## src/rtl/pc_next_seq_if.sv

```systemverilog
// Decoded-control inputs and status outputs of the next-PC sequencer.
// The slave modport is the sequencer's view; the master drives the controls.
interface pc_next_seq_if #(
  parameter int AW    = 8,
  parameter int DEPTH = 4
);
  localparam int SPW = $clog2(DEPTH + 1);

  logic [AW-1:0]  i_pc;
  logic [2:0]     i_op;
  logic [AW-1:0]  i_target;
  logic           i_zero;
  logic           i_stall;
  logic [AW-1:0]  o_pc_add;
  logic           o_halted;
  logic [SPW-1:0] o_sp;
  logic           o_ovf;
  logic           o_unf;

  modport slave (
    input  i_pc, i_op, i_target, i_zero, i_stall,
    output o_pc_add, o_halted, o_sp, o_ovf, o_unf
  );

  modport master (
    output i_pc, i_op, i_target, i_zero, i_stall,
    input  o_pc_add, o_halted, o_sp, o_ovf, o_unf
  );
endinterface

```

## src/rtl/pc_next_seq.sv

```systemverilog
// Next-PC sequencer: picks the PC register's next load value from decoded control,
// keeping a LIFO return stack, a sticky halt state and sticky stack-error flags.
module pc_next_seq #(
  parameter int            AW       = 8,
  parameter int            DEPTH    = 4,
  parameter logic [AW-1:0] RESET_PC = '0
) (
  input logic          clk,
  input logic          rst,
  pc_next_seq_if.slave bus
);
  localparam int             SPW     = $clog2(DEPTH + 1);
  // Sized to the pointer range so the pointer indexes it without truncation;
  // entries at DEPTH and above are never written.
  localparam int             ENTRIES = 1 << SPW;
  localparam logic [SPW-1:0] SP_FULL = SPW'(DEPTH);

  typedef enum logic [2:0] {
    OP_SEQ  = 3'd0,
    OP_JMP  = 3'd1,
    OP_BRZ  = 3'd2,
    OP_BRNZ = 3'd3,
    OP_CALL = 3'd4,
    OP_RET  = 3'd5,
    OP_HALT = 3'd6,
    OP_RSVD = 3'd7
  } op_e;

  typedef enum logic {
    ST_RUN    = 1'b0,
    ST_HALTED = 1'b1
  } state_e;

  state_e         r_state;
  state_e         w_stateNext;
  logic [AW-1:0]  r_stack [ENTRIES];
  logic [SPW-1:0] r_sp;
  logic           r_ovf;
  logic           r_unf;

  logic [AW-1:0]  w_pcInc;
  logic [AW-1:0]  w_pcNext;
  logic [AW-1:0]  w_top;
  logic [SPW-1:0] w_spDec;
  logic           w_push;
  logic           w_pop;
  logic           w_setOvf;
  logic           w_setUnf;

  assign w_pcInc = bus.i_pc + AW'(1);
  assign w_spDec = r_sp - SPW'(1);
  assign w_top   = r_stack[w_spDec];

  always_comb begin
    w_pcNext    = w_pcInc;
    w_stateNext = r_state;
    w_push      = 1'b0;
    w_pop       = 1'b0;
    w_setOvf    = 1'b0;
    w_setUnf    = 1'b0;
    if (r_state == ST_HALTED || bus.i_stall) begin
      w_pcNext = bus.i_pc;
    end else begin
      case (op_e'(bus.i_op))
        OP_JMP:  w_pcNext = bus.i_target;
        OP_BRZ:  if (bus.i_zero)  w_pcNext = bus.i_target;
        OP_BRNZ: if (!bus.i_zero) w_pcNext = bus.i_target;
        OP_CALL: begin
          if (r_sp < SP_FULL) begin
            w_pcNext = bus.i_target;
            w_push   = 1'b1;
          end else begin
            w_setOvf = 1'b1;
          end
        end
        OP_RET: begin
          if (r_sp != '0) begin
            w_pcNext = w_top;
            w_pop    = 1'b1;
          end else begin
            w_setUnf = 1'b1;
          end
        end
        OP_HALT: begin
          w_pcNext    = bus.i_pc;
          w_stateNext = ST_HALTED;
        end
        default: ;
      endcase
    end
  end

  always_ff @(posedge clk or negedge rst) begin
    if (!rst) r_state <= ST_RUN;
    else      r_state <= w_stateNext;
  end

  always_ff @(posedge clk or negedge rst) begin
    if (!rst) begin
      r_sp  <= '0;
      r_ovf <= 1'b0;
      r_unf <= 1'b0;
      for (int i = 0; i < ENTRIES; i++) r_stack[i] <= '0;
    end else begin
      if (w_push) begin
        r_stack[r_sp] <= w_pcInc;
        r_sp          <= r_sp + SPW'(1);
      end else if (w_pop) begin
        r_sp <= w_spDec;
      end
      if (w_setOvf) r_ovf <= 1'b1;
      if (w_setUnf) r_unf <= 1'b1;
    end
  end

  // Reset overrides the next-PC mux combinationally so the PC register loads RESET_PC.
  assign bus.o_pc_add = rst ? w_pcNext : RESET_PC;
  assign bus.o_halted = (r_state == ST_HALTED);
  assign bus.o_sp     = r_sp;
  assign bus.o_ovf    = r_ovf;
  assign bus.o_unf    = r_unf;
endmodule

```

## src/flat_wrapper.sv

```systemverilog
// flat-port wrapper written by rule: the top's interface ports become plain ports
module pc_next_seq_flat 
#(
  parameter int            AW       = 8,
  parameter int            DEPTH    = 4,
  parameter logic [AW-1:0] RESET_PC = '0
)
  (clk, rst, bus_i_pc, bus_i_op, bus_i_target, bus_i_zero, bus_i_stall, bus_o_pc_add, bus_o_halted, bus_o_sp, bus_o_ovf, bus_o_unf);
  pc_next_seq_if #(.AW(AW), .DEPTH(DEPTH)) bus_i ();
  input logic clk;
  input logic rst;
  input wire logic [$bits(bus_i.i_pc)-1:0] bus_i_pc;
  input wire logic [$bits(bus_i.i_op)-1:0] bus_i_op;
  input wire logic [$bits(bus_i.i_target)-1:0] bus_i_target;
  input wire logic [$bits(bus_i.i_zero)-1:0] bus_i_zero;
  input wire logic [$bits(bus_i.i_stall)-1:0] bus_i_stall;
  output wire logic [$bits(bus_i.o_pc_add)-1:0] bus_o_pc_add;
  output wire logic [$bits(bus_i.o_halted)-1:0] bus_o_halted;
  output wire logic [$bits(bus_i.o_sp)-1:0] bus_o_sp;
  output wire logic [$bits(bus_i.o_ovf)-1:0] bus_o_ovf;
  output wire logic [$bits(bus_i.o_unf)-1:0] bus_o_unf;
  assign bus_i.i_pc = bus_i_pc;
  assign bus_i.i_op = bus_i_op;
  assign bus_i.i_target = bus_i_target;
  assign bus_i.i_zero = bus_i_zero;
  assign bus_i.i_stall = bus_i_stall;
  assign bus_o_pc_add = bus_i.o_pc_add;
  assign bus_o_halted = bus_i.o_halted;
  assign bus_o_sp = bus_i.o_sp;
  assign bus_o_ovf = bus_i.o_ovf;
  assign bus_o_unf = bus_i.o_unf;
  pc_next_seq #(.AW(AW), .DEPTH(DEPTH), .RESET_PC(RESET_PC)) u_core (.clk(clk), .rst(rst), .bus(bus_i));
endmodule
```

## config.mk

```make
export PLATFORM = sky130hd
export DESIGN_NAME = pc_next_seq_flat
export DESIGN_NICKNAME = d
export VERILOG_FILES = /design/src/rtl/pc_next_seq_if.sv /design/src/rtl/pc_next_seq.sv /design/src/flat_wrapper.sv
export SDC_FILE = /design/constraint.sdc
export NUM_CORES = 1
export LEC_CHECK = 0
export CAP_MARGIN = 25
export CORE_MARGIN = 2
export CORE_UTILIZATION = 52
export CTS_BUF_LIST = sky130_fd_sc_hd__clkbuf_16
export DETAILED_ROUTE_END_ITERATION = 10
export DONT_BUFFER_PORTS = 1
export PLACE_DENSITY = 0.63
export SYNTH_ARGS = -nofsm -noshare
export SYNTH_HDL_FRONTEND = slang
export SYNTH_SLANG_ARGS = --single-unit
```

## constraint.sdc

```tcl
create_clock -name clk -period 9.3 [get_ports clk]
set_clock_uncertainty 0.2 [all_clocks]
set_input_delay 1.86 -clock clk [delete_from_list [all_inputs] [get_ports clk]]
set_output_delay 1.86 -clock clk [all_outputs]
set_load 0.005 [all_outputs]
```

==> results of run 1 <==
worst paths after layout:
kind	start	end	slack, ns	cells after the start
min in group asynchronous	rst	u_core.r_stack[3]	1.02	0
max reg2reg	u_core.bus.o_sp[2]	u_core.r_stack[57]	6.40	3
min reg2reg	u_core.r_stack[19]	u_core.r_stack[19]	0.17	0
max	bus_i_op[0]	bus_o_pc_add[0]	3.86	4
min	u_core.r_stack[19]	u_core.r_stack[19]	0.17	0
max in group asynchronous	rst	u_core.r_stack[61]	7.77	0
per-layer routing:
layer / up-vias / wire, um / share of wire (%) / global-route usage (%)
met1: 1028 / 3250 / 46 / 30.1
li1: 1007 / - / - / -
met5: - / 0 / 0 / 0
met2: 67 / 3200 / 45 / 31.7
met3: 9 / 548 / 7.7 / 7.89
met4: 0 / 123 / 1.7 / 6.49
cell type report:
| class | count | area [um^2] | area share, % |
|---|---|---|---|
| multi-input cells | 182 | 1480 | 40.6 |
| repair buffers | 2 | 15.0 | 0.412 |
| flip-flops and latches | 70 | 1750 | 48.0 |
| inverters | 8 | 30.0 | 0.823 |
| clock buffers | 9 | 225 | 6.17 |
| clock inverters | 7 | 48.8 | 1.34 |
| well taps | 77 | 96.3 | 2.64 |
synthesized netlist by cell type, drive strengths merged (2+ instances only):
cell type and count:
nand2b 4, o21ai 32, xnor2 3, clkbuf 38, nor2 11, dfrtp 70
mux2i 2, and3 4, xor2 5, nand2 34, a31o 4, nand3 9
a21oi 11, buf 9, a31oi 10, nor3 2, inv 8, a221oi 7
mux2 12, mux4 16, ha 4
worst max-delay path, stage by stage:
cell     delay [ns]
or4b_1         0.76
o21ai_2        0.31
a21oi_1        0.13
a31oi_1        0.31
power breakdown:
| part | leakage, nW | internal [W] | total (W) | switching, W |
|---|---|---|---|---|
| registers | 0.962 | 0.000306 | 0.000307 | 0.000000756 |
| clock network | 0.130 | 0.000180 | 0.000309 | 0.000129 |
| logic | 0.558 | 0.0000114 | 0.0000297 | 0.0000183 |
| total | 1.65 | 0.000498 | 0.000645 | 0.000148 |
state kept, by name (all words and copies together), names as in the netlist:
name / cells
u_core.bus.o_unf: 1
u_core.bus.o_sp: 3
u_core.bus.o_ovf: 1
u_core.bus.o_halted: 1
u_core.r_stack: 64
stage by stage:
step                      setup slack [ns]  std cells  util (%)
after detailed placement              3.89        338      52.4
after CTS                             3.88        354      56.7
after global placement                3.93        338      52.4
after floorplan                       4.23        307         -
after global routing                  3.79        355      56.8
final                                 3.86        355      56.8
cell families after synthesis:
| group | Yosys count | share of synthesized area, % |
|---|---|---|
| mux | 30 | 14.9 |
| compound gates | 70 | 13.4 |
| fa+ha+maj | 4 | 1.44 |
| flops | 70 | 50.4 |
| simple gates | 70 | 10.9 |
| xor+xnor | 8 | 2.02 |
| buf+inv | 55 | 6.98 |
==> impl_metrics.tcl, run 1 <==
set metrics [dict create \
    ctsResizeCount 0 \
    drive_above_1_share_pct 23.7 \
    fin_tns_setup_ns 0 \
    synth_area_leaders "dfrtp_1 50%, mux4_2 10%, clkbuf_1 4.1%" \
    max_freq_mhz 184 \
    synthArstFlopShare_pct 100 \
    clock_latency_ns 0.33 \
    drc 3 \
    hold_viol 0 \
    status "finished, violations left" \
    holdBufCountCts 0 \
    critical_path_class "input pin to output pin" \
    wl_per_cell_um 20.1 \
    grt_usage_pct 21.5 \
    min_path_type "flop to flop" \
    cts_root_buf "clkbuf_16" \
    totalWireLength_mm 7.12 \
    leakagePower_nw 1.65 \
    synth_area_um2 3480 \
    yosys.area.top_type "dfrtp_1" \
    overflow 0 \
    yosys.area.top_type_share_pct 50.4 \
    layout_commonest_cell "dfrtp_1" \
    ys_types 41 \
    placed_cell_area_um2 3370 \
    fin_crit_sh_pct 58.5 \
    dp_hpwl_mm 4.70 \
    htreeDepth 3 \
    die_x_um 85.8 \
    grt_pass1_wl_mm 11.7 \
    synth_cells 307 \
    end_kind "output pin" \
    syn2layout_area_growth_pct 4.97 \
    n_antenna_cell 0 \
    syn-num-nets 334 \
    cp-start-kind "input pin" \
    hold_ws_ns 0.169 \
    design.core.area_um2 6420 \
    slew_violations 0 \
    fin_area_um2 3650 \
    nNetsFinal 300 \
    cts_max_path_buffers 2 \
    antenna_found_initial 0 \
    path_clk_slew_ns 0.05 \
    first_iter_violations 200 \
    violations "DRC" \
    grt_pass1_vias 2162 \
    cts_setup_buffers 0 \
    rows 29 \
    clock-sinks 70 \
    viasPerCell 5.95 \
    portBuffers 0 \
    gp_congestion 0.829 \
    min_period_ns 5.44 \
    ant_nets 0 \
    synth_warnings 0 \
    worstPathMaxFanout 11 \
    worst_pin_slew_ns 1.00 \
    critPathArrivalTime_ns 3.38 \
    cap_violations 0 \
    ys_seq_area_share_pct 50.4 \
    grt_max_degree 79 \
    slew_headroom_pct 32.6 \
    dieArea_um2 7350 \
    setup_viol 0 \
    cts_made_buffers 9 \
    ios 37 \
    layout_common_cells "70 x dfrtp_1, 34 x nand2_1, 22 x o21ai_0" \
    dr.pass1.iters 7 \
    rsz0062_at_grt "false" \
    die_h_um 85.8 \
    power.total_w 0.000645 \
    synth_edf_count 0 \
    route.vias.total 2111 \
    cts_tree "yes" \
    num-fill-cells 522 \
    ys.flop_type "dfrtp_1" \
    p_per_area_nw_per_um2 177 \
    peakVddDrop_mv 0.131 \
    start_util_pct 54.1 \
    avgSynthCellArea_um2 11.3 \
    synth_seq_cells 70 \
    critPathRequiredTime_ns 7.24 \
]
Note: power is estimated with default switching activity, not from simulation.
==> inputs of run 2 (changes only) <==
clock period = 5.6 ns   (was 9.3 ns; I/O delays follow)
==> run 2 against run 1 <==
The run still ends with DRC left. Combinational power is 68% higher. Global-route usage is 0.17 points lower. Die area stayed put. Utilization is 0.097 points higher. Clock power is 74% higher. Total power is 70% higher. Critical path type is now flop to output pin. Worst setup slack worse by 2.7 ns. Largest cell class unchanged. First-iteration DRC count is 40% lower. Register-to-register slack worse by 3.7 ns. Critical endpoint is now bus_o_pc_add[2].
==> impl_metrics.tcl, run 2 (same netlist as run 1, synthesis figures left out) <==
set metrics [dict create \
    status "finished, violations left" \
    violations "DRC" \
    p_per_area_nw_per_um2 301 \
    ant_nets 0 \
    grt_usage_pct 21.4 \
    clock_latency_ns 0.33 \
    critPathRequiredTime_ns 4.28 \
    grt_max_degree 79 \
    fin_tns_setup_ns 0 \
    largest_register_ff_count 64 \
    first_iter_violations 121 \
    totalWireLength_mm 7.16 \
    worst_pin_slew_ns 0.985 \
    dieArea_um2 7350 \
    rsz0062_at_grt "false" \
    cts_setup_buffers 0 \
    end_kind "output pin" \
    drive_above_1_share_pct 23.1 \
    leakagePower_nw 1.66 \
    fin_crit_sh_pct 78.5 \
    max_freq_mhz 228 \
    design.core.area_um2 6420 \
    viasPerCell 6.03 \
    hold_viol 0 \
    syn2layout_area_growth_pct 5.15 \
    die_x_um 85.8 \
    grt_pass1_wl_mm 11.7 \
    htreeDepth 3 \
    antenna_found_initial 0 \
    gp_congestion 0.769 \
    slew_violations 0 \
    dp_hpwl_mm 4.73 \
    slew_headroom_pct 33.8 \
    top_register "u_core.r_stack" \
    holdBufCountCts 0 \
    cp-start-kind "flop" \
    portBuffers 0 \
    grt_pass1_vias 2140 \
    ios 37 \
    layout_common_cells "70 x dfrtp_1, 34 x nand2_1, 22 x o21ai_0" \
    route.vias.total 2133 \
    cts_max_path_buffers 2 \
    ctsResizeCount 0 \
    cts_tree "yes" \
    critical_path.cell_chain "inv_1 -> ha_1 -> mux4_2 -> mux2_2 -> a221oi_1 -> a21oi_1" \
    dr.pass1.iters 7 \
    critPathSlowestCell "ha_1" \
    critical_path_class "flop to output pin" \
    crit_path_max_incr_delay_ns 0.92 \
    critPathArrivalTime_ns 3.07 \
    cts_root_buf "clkbuf_16" \
    min_path_type "flop to flop" \
    hold_ws_ns 0.168 \
    setup_viol 0 \
    worstPathMaxFanout 19 \
    critPathBufInv 1 \
    path_clk_slew_ns 0.06 \
    min_period_ns 4.39 \
    n_antenna_cell 0 \
    start_util_pct 54.1 \
    peakVddDrop_mv 0.238 \
    nNetsFinal 300 \
    cap_violations 0 \
    cts_made_buffers 9 \
    die_h_um 85.8 \
    layout_commonest_cell "dfrtp_1" \
    drc 3 \
    critical_path.top_delay_family "adder cells" \
    wl_per_cell_um 20.2 \
    overflow 0 \
    clock-sinks 70 \
    rows 29 \
]
-- run 2: cell count changes in the layout (fill, tap and decap cells not counted), sizes merged --
cell | before | now
bufinv | 0 | 1
clkinv | 1 | 3
clkinvlp | 3 | 1
inv | 11 | 9
-- run 2: final cells by class --
cell class	instances	area, um^2
Fill cell	528	2770
Sequential cell	70	1750
Multi-Input combinational cell	182	1480
Clock buffer	9	225
Tap cell	77	96.3
Clock inverter	6	55.1
Inverter	8	30.0
Timing Repair Buffer	2	15.0
-- run 2: worst paths after layout --
kind	start	to	slack [ns]	depth (start not counted)
max in group asynchronous	rst	u_core.r_stack[12]	4.81	0
hold reg to reg	u_core.r_stack[16]	u_core.r_stack[16]	0.17	0
setup / recovery	u_core.bus.o_sp[1]	bus_o_pc_add[2]	1.21	6
setup reg to reg	u_core.bus.o_sp[2]	u_core.r_stack[57]	2.74	3
min in group asynchronous	rst	u_core.r_stack[46]	0.28	0
hold / removal	u_core.r_stack[16]	u_core.r_stack[16]	0.17	0
-- run 2: worst register-to-register path: cells and delay by family, from the launching register on --
kind	cells	cell delay (ns)
flip-flops	1	0.49
multiplexers	1	0.41
AND/OR/NAND/NOR	2	1.64
-- run 2: power by group --
| part | internal (W) | total, W | switching (W) | leakage, nW |
|---|---|---|---|---|
| Combinational | 0.0000189 | 0.0000500 | 0.0000311 | 0.558 |
| Clock | 0.000337 | 0.000539 | 0.000203 | 0.140 |
| Sequential | 0.000508 | 0.000509 | 0.00000130 | 0.962 |
| Total | 0.000864 | 0.00110 | 0.000235 | 1.66 |
-- run 2: per-layer routing --
layer	vias to the layer above	track usage [%]	part of all wire, %
met2	51	30.5	44
met4	0	6.78	1.3
met1	1063	31.5	49
met3	11	6.54	5.6
met5	-	0	0
li1	1008	-	-
-- run 2: stage by stage --
stage                     utilization, %  setup WS [ns]  total power (W)  cells  instance area, um^2
after global routing                56.9           1.03          0.00113    354                 3650
after global placement              52.5           1.59         0.000567    339                 3370
after detailed placement            52.5           1.58         0.000568    339                 3370
final                               56.9           1.21          0.00110    354                 3650
after CTS                           56.9           1.20          0.00111    354                 3650
after floorplan                        -           1.89         0.000558    307                 3480
